**config.mk**
```make
export PLATFORM = sky130hd
export DESIGN_NAME = ql_seq_divider
export DESIGN_NICKNAME = d
export VERILOG_FILES = /design/src/rtl/ql_div_pkg.sv /design/src/rtl/ql_div_sub_step.sv /design/src/rtl/ql_seq_divider.sv
export SDC_FILE = /design/constraint.sdc
export NUM_CORES = 1
export LEC_CHECK = 0
export CORE_MARGIN = 2
export CORE_UTILIZATION = 30
export DETAILED_ROUTE_END_ITERATION = 6
export SLEW_MARGIN = 15
export SYNTH_ARGS = -nofsm -noshare
export SYNTH_HDL_FRONTEND = slang
export SYNTH_SLANG_ARGS = --single-unit
export TNS_END_PERCENT = 50
```
**constraint.sdc**
```tcl
create_clock -name clk -period 3.24 [get_ports clk]
set_input_delay 0.648 -clock clk [delete_from_list [all_inputs] [get_ports clk]]
set_output_delay 0.648 -clock clk [all_outputs]
set_load 0.1 [all_outputs]
```
**src/rtl/ql_div_pkg.sv**
```systemverilog
// Shared types for the sequential restoring divider.
// State encoding and counter sizing helpers.
package ql_div_pkg;

    typedef enum logic [1:0] {
        IDLE,
        RUN,
        FIN
    } div_state_t;

    localparam int DEF_WIDTH = 16;

    function automatic int cnt_bits(input int w);
        return (w < 3) ? 1 : $clog2(w);
    endfunction

    localparam int CNT_W = cnt_bits(DEF_WIDTH);

endpackage

```
**src/rtl/ql_div_sub_step.sv**
```systemverilog
// One trial-subtract step of the restoring divider.
// Written as s + ~d + 1 so it lands on the carry chain.
module ql_div_sub_step #(
    parameter int WIDTH = 16
) (
    input  logic [WIDTH:0]   s,
    input  logic [WIDTH-1:0] d,
    output logic [WIDTH-1:0] t,
    output logic             no_borrow
);

    logic [WIDTH:0] sum;

    // trial difference; a clear top bit means s >= d
    always_comb begin
        sum       = s + ~{1'b0, d} + (WIDTH+1)'(1);
        t         = sum[WIDTH-1:0];
        no_borrow = ~sum[WIDTH];
    end

endmodule

```
**src/rtl/ql_seq_divider.sv**
```systemverilog
// Iterative unsigned restoring divider, one quotient bit per clock.
// Divide-by-zero short-circuits straight to the finish state.
module ql_seq_divider
    import ql_div_pkg::*;
#(
    parameter int WIDTH = 16
) (
    input  logic             clk,
    input  logic             reset_n,
    input  logic             start,
    input  logic [WIDTH-1:0] dividend,
    input  logic [WIDTH-1:0] divisor,
    output logic             busy,
    output logic             done,
    output logic [WIDTH-1:0] quotient,
    output logic [WIDTH-1:0] remainder,
    output logic             div_by_zero
);

    localparam int CW = cnt_bits(WIDTH);

    div_state_t       state;
    div_state_t       state_nx;
    logic [WIDTH-1:0] q_r;
    logic [WIDTH-1:0] r_r;
    logic [WIDTH-1:0] d_r;
    logic [CW-1:0]    cnt;
    logic [WIDTH:0]   s;
    logic [WIDTH-1:0] t;
    logic             no_borrow;
    logic [WIDTH-1:0] q_nx;
    logic [WIDTH-1:0] r_nx;
    logic             accept;
    logic             div_zero_in;

    assign s = {r_r, q_r[WIDTH-1]};

    ql_div_sub_step #(
        .WIDTH(WIDTH)
    ) u_step (
        .s        (s),
        .d        (d_r),
        .t        (t),
        .no_borrow(no_borrow)
    );

    // next partial quotient / remainder from the trial subtract
    always_comb begin
        q_nx = {q_r[WIDTH-2:0], no_borrow};
        r_nx = no_borrow ? t : s[WIDTH-1:0];
    end

    // next-state and status outputs
    always_comb begin
        state_nx    = state;
        accept      = 1'b0;
        div_zero_in = (divisor == '0);
        busy        = 1'b0;
        done        = 1'b0;
        unique case (state)
            IDLE: begin
                if (start) begin
                    accept   = 1'b1;
                    state_nx = div_zero_in ? FIN : RUN;
                end
            end
            RUN: begin
                busy = 1'b1;
                if (cnt == '0) begin
                    state_nx = FIN;
                end
            end
            FIN: begin
                done     = 1'b1;
                state_nx = IDLE;
            end
            default: state_nx = IDLE;
        endcase
    end

    // state register
    always_ff @(posedge clk or negedge reset_n) begin
        if (!reset_n) begin
            state <= IDLE;
        end else begin
            state <= state_nx;
        end
    end

    // working registers and held results
    always_ff @(posedge clk or negedge reset_n) begin
        if (!reset_n) begin
            q_r         <= '0;
            r_r         <= '0;
            d_r         <= '0;
            cnt         <= '0;
            quotient    <= '0;
            remainder   <= '0;
            div_by_zero <= 1'b0;
        end else if (accept) begin
            if (div_zero_in) begin
                quotient    <= '1;
                remainder   <= dividend;
                div_by_zero <= 1'b1;
            end else begin
                d_r <= divisor;
                q_r <= dividend;
                r_r <= '0;
                cnt <= CW'(WIDTH - 1);
            end
        end else if (state == RUN) begin
            q_r <= q_nx;
            r_r <= r_nx;
            cnt <= cnt - CW'(1);
            if (cnt == '0) begin
                quotient    <= q_nx;
                remainder   <= r_nx;
                div_by_zero <= 1'b0;
            end
        end
    end

endmodule

```
==> metrics.md, run 1 <==
| Metric | Value |
|---|---|
| Worst Hold Class | `input pin to async pin` |
| Cell count after synthesis | `534` |
| Setup Fix Bufs, Post-CTS | `0` |
| CTS clock-pin slew for the worst setup and hold paths | `0.07 ns` |
| Die area | `16600 µm²` |
| GPL Wtd Cong | `0.838` |
| Total overflow reported by the global router | `0` |
| TNS Setup | `0 ns` |
| Distinct cells, synth | `56` |
| Critical-path cell with the highest stage delay | `dfrtp_1` |
| Portion of synthesized cell area occupied by the leading cell type | `46.6%` |
| Number of setup violations in the final report | `0` |
| Final Hold Violating Endpoints | `0` |
| Max-cap violation count | `0` |
| Critical register-to-register path startpoint | `r_r[14]` |
| Synthesis-stage register bit count | `87` |
| CTS tree | `done` |
| Hold-fix buffers, CTS | `0` |
| Number of detailed-routing iterations run before antenna repair | `5` |
| Clock root buffer | `clkbuf_16` |
| Critical setup path kind | `flip-flop to flip-flop` |
| Share of post-route cells with drive strength above 1 | `12.6%` |
| Cells along the critical path | `ha_1 > nand4_1 > a2111oi_2 > o21ai_1 > a21boi_2 > nor2_2 > buf_4 > mux2i_1 > o22ai_1` |
| Number of primary I/O pins | `70` |
| Worst R2R End | `r_r[2]` |
| Worst rel slew slack | `47.3%` |
| Net count of the finished layout | `651` |
| Post-synthesis instance area | `4670 µm²` |
| H-tree depth | `3` |
| Detailed Route Iter0 Violations | `322` |
| CP max stage delay | `0.45 ns` |
| Highest Clock Rate | `347 MHz` |
| Number of clock sinks | `87` |
| Overall die width | `129 µm` |
| Synthesis Warnings | `0` |
| Synthesis-to-layout area growth | `24.6%` |
| Initial Util | `30.7%` |
| Most common cell in the synthesized netlist | `nand2_1` |
| PostCTS Resize Cnt | `0` |
| Nature of the critical path endpoint | `flip-flop` |
| Sequential area share after synthesis | `46.6%` |
| Global-route wire length before repair | `20.4 mm` |
| Max clock buf depth | `2` |
| Num CTS Buffers | `9` |
| DPL Wire Length | `9.43 mm` |
| Count of buffers inserted at the top-level ports | `69` |
| Remaining routing DRC violations | `0` |
| Top cell type by total area after synthesis | `dfrtp_1` |
| Critical Path Source Type | `flip-flop` |
| # diodes | `0` |
| Placeable core region | `15200 µm²` |
| Wirelength per Cell | `16.0 µm` |
| Vias post-DR | `4059` |
| Worst skew pair latency | `0.36 ns` |
| Number of rows created at floorplan | `45` |
| Cell types with the highest counts after synthesis | `nand2_1 (98), dfrtp_1 (87), nor2_1 (61)` |
| Post-Route Skew | `0.0115 ns` |
| Arrival time of the worst setup path | `3.09 ns` |
| Async set-reset flop share out of synthesis | `100%` |
| Data required time at the worst endpoint | `3.45 ns` |
| Run status | `complete, no violations` |
| Final worst-path cycle share | `88.9%` |
| Number of synthesized flops with an enable pin | `0` |
| Pin count of the biggest net entering global routing | `54` |
| Number of nets with antenna violations after routing | `0` |
| Tmin final | `2.88 ns` |
| Die Ht | `129 µm` |
| Antenna violations before repair | `0` |
| Total routed wirelength | `12.7 mm` |
| Via-per-instance ratio | `5.13` |
| Number of nets produced by synthesis | `587` |
| RSZ-0062 raised after global routing | `false` |
| Ys flop type | `dfrtp_1` |
| Top fanout value on the critical path | `8` |
| Mapped Avg Cell Area | `8.75 µm²` |
| Overall routing resource usage | `15.9%` |
| Measured slew at the worst slew-check pin | `0.790 ns` |
| Setup slack of the most critical reg-to-reg path | `0.36 ns` |
| Dominant cells by area after synthesis | `dfrtp_1 (47%), nand2_1 (7.9%), o21ai_0 (5.4%)` |
| Register-to-Register Path Depth | `9` |
| Via count of the first global-routing pass | `3844` |
| Max Slew Vio Count | `0` |
## metal layers
layer	GRT usage, %	routed length, µm	up-vias	share of wire (%)
met5	0	0	-	0
met4	6.14	197	0	1.6
met3	2.83	571	11	4.5
met2	23.7	5510	119	43
met1	23.0	6390	1931	50
li1	-	-	1998	-
## state kept, by name, summed over array words and instances, names as in the netlist
name / cells
div_by_zero: 1
quotient: 16
state: 2
q_r: 16
d_r: 16
remainder: 16
cnt: 4
r_r: 16
## kinds of logic after synthesis
| group | synth area share, % |
|---|---|
| flip-flops | 46.6 |
| XOR/XNOR | 2.44 |
| multiplexers | 2.73 |
| AO/OA/AOI/OAI | 20.9 |
| AND/OR/NAND/NOR | 17.9 |
| adder cells (fa/ha/maj) | 4.98 |
| buffers and inverters | 4.47 |
## stage by stage
stage / area [µm²] / utilization, % / cells / hold slack, ns / setup slack, ns
floorplan: 4670 / - / 534 / 0.352 / 0.716
CTS: 5820 / 38.3 / 791 / 0.299 / 0.395
detailed placement: 5510 / 36.2 / 775 / 0.473 / 0.218
global route: 5820 / 38.3 / 791 / 0.324 / 0.137
finish: 5820 / 38.3 / 791 / 0.280 / 0.359
global placement: 5510 / 36.2 / 775 / 0.464 / 0.194
## worst max-delay path: cells and delay by family (launching register included)
family                     cells  cell delay (ns)
AOI/OAI and AO/OA              4             1.09
adders and majority gates      1             0.45
buffers and inverters          1             0.16
DFF                            1             0.45
muxes                          1             0.32
and+or+nand+nor                2             0.27
## final cells by class
cell class / instances / area (µm²)
clock inverter: 5 / 63.8
timing repair buffer: 82 / 711
multi-input combinational: 394 / 2290
sequential: 87 / 2180
inverter: 24 / 90.1
tap: 188 / 235
fill: 1568 / 9380
clock buffer: 11 / 253
## cells in the final DEF, fill, tap and decap left out, drive strengths merged, types with 9 or more instances in the layout
cell type | Yosys | routed
a21oi | 29 | 29
a31oi | 25 | 25
buf | 5 | 49
clkbuf | 24 | 11
clkdlybuf4s50 | 0 | 33
dfrtp | 87 | 87
ha | 17 | 17
inv | 24 | 25
mux2i | 9 | 9
nand2 | 98 | 98
nor2 | 62 | 62
o21ai | 54 | 54
## worst max-delay path by stage
| stage | endpoint | start | slack [ns] |
|---|---|---|---|
| after floorplan | remainder[12] | q_r[15] | 0.72 |
| after global placement | q_r[15] | divisor[13] | 0.19 |
| after detailed placement | q_r[15] | divisor[13] | 0.22 |
| after CTS | r_r[2] | q_r[15] | 0.39 |
| after global routing | remainder[11] | r_r[14] | 0.14 |
| final | r_r[2] | r_r[14] | 0.36 |
Power of run 1 is not shown: default switching activity piles up to over one toggle a cycle in this logic, so the estimate is an artifact.
==> inputs of run 2 (changes only) <==
- CTS_CLUSTER_DIAMETER: default -> 50
==> results of run 2 <==
The final DEF is identical to that of run 1; final timing and power are the same.
Power of run 2 is left out for the same reason.
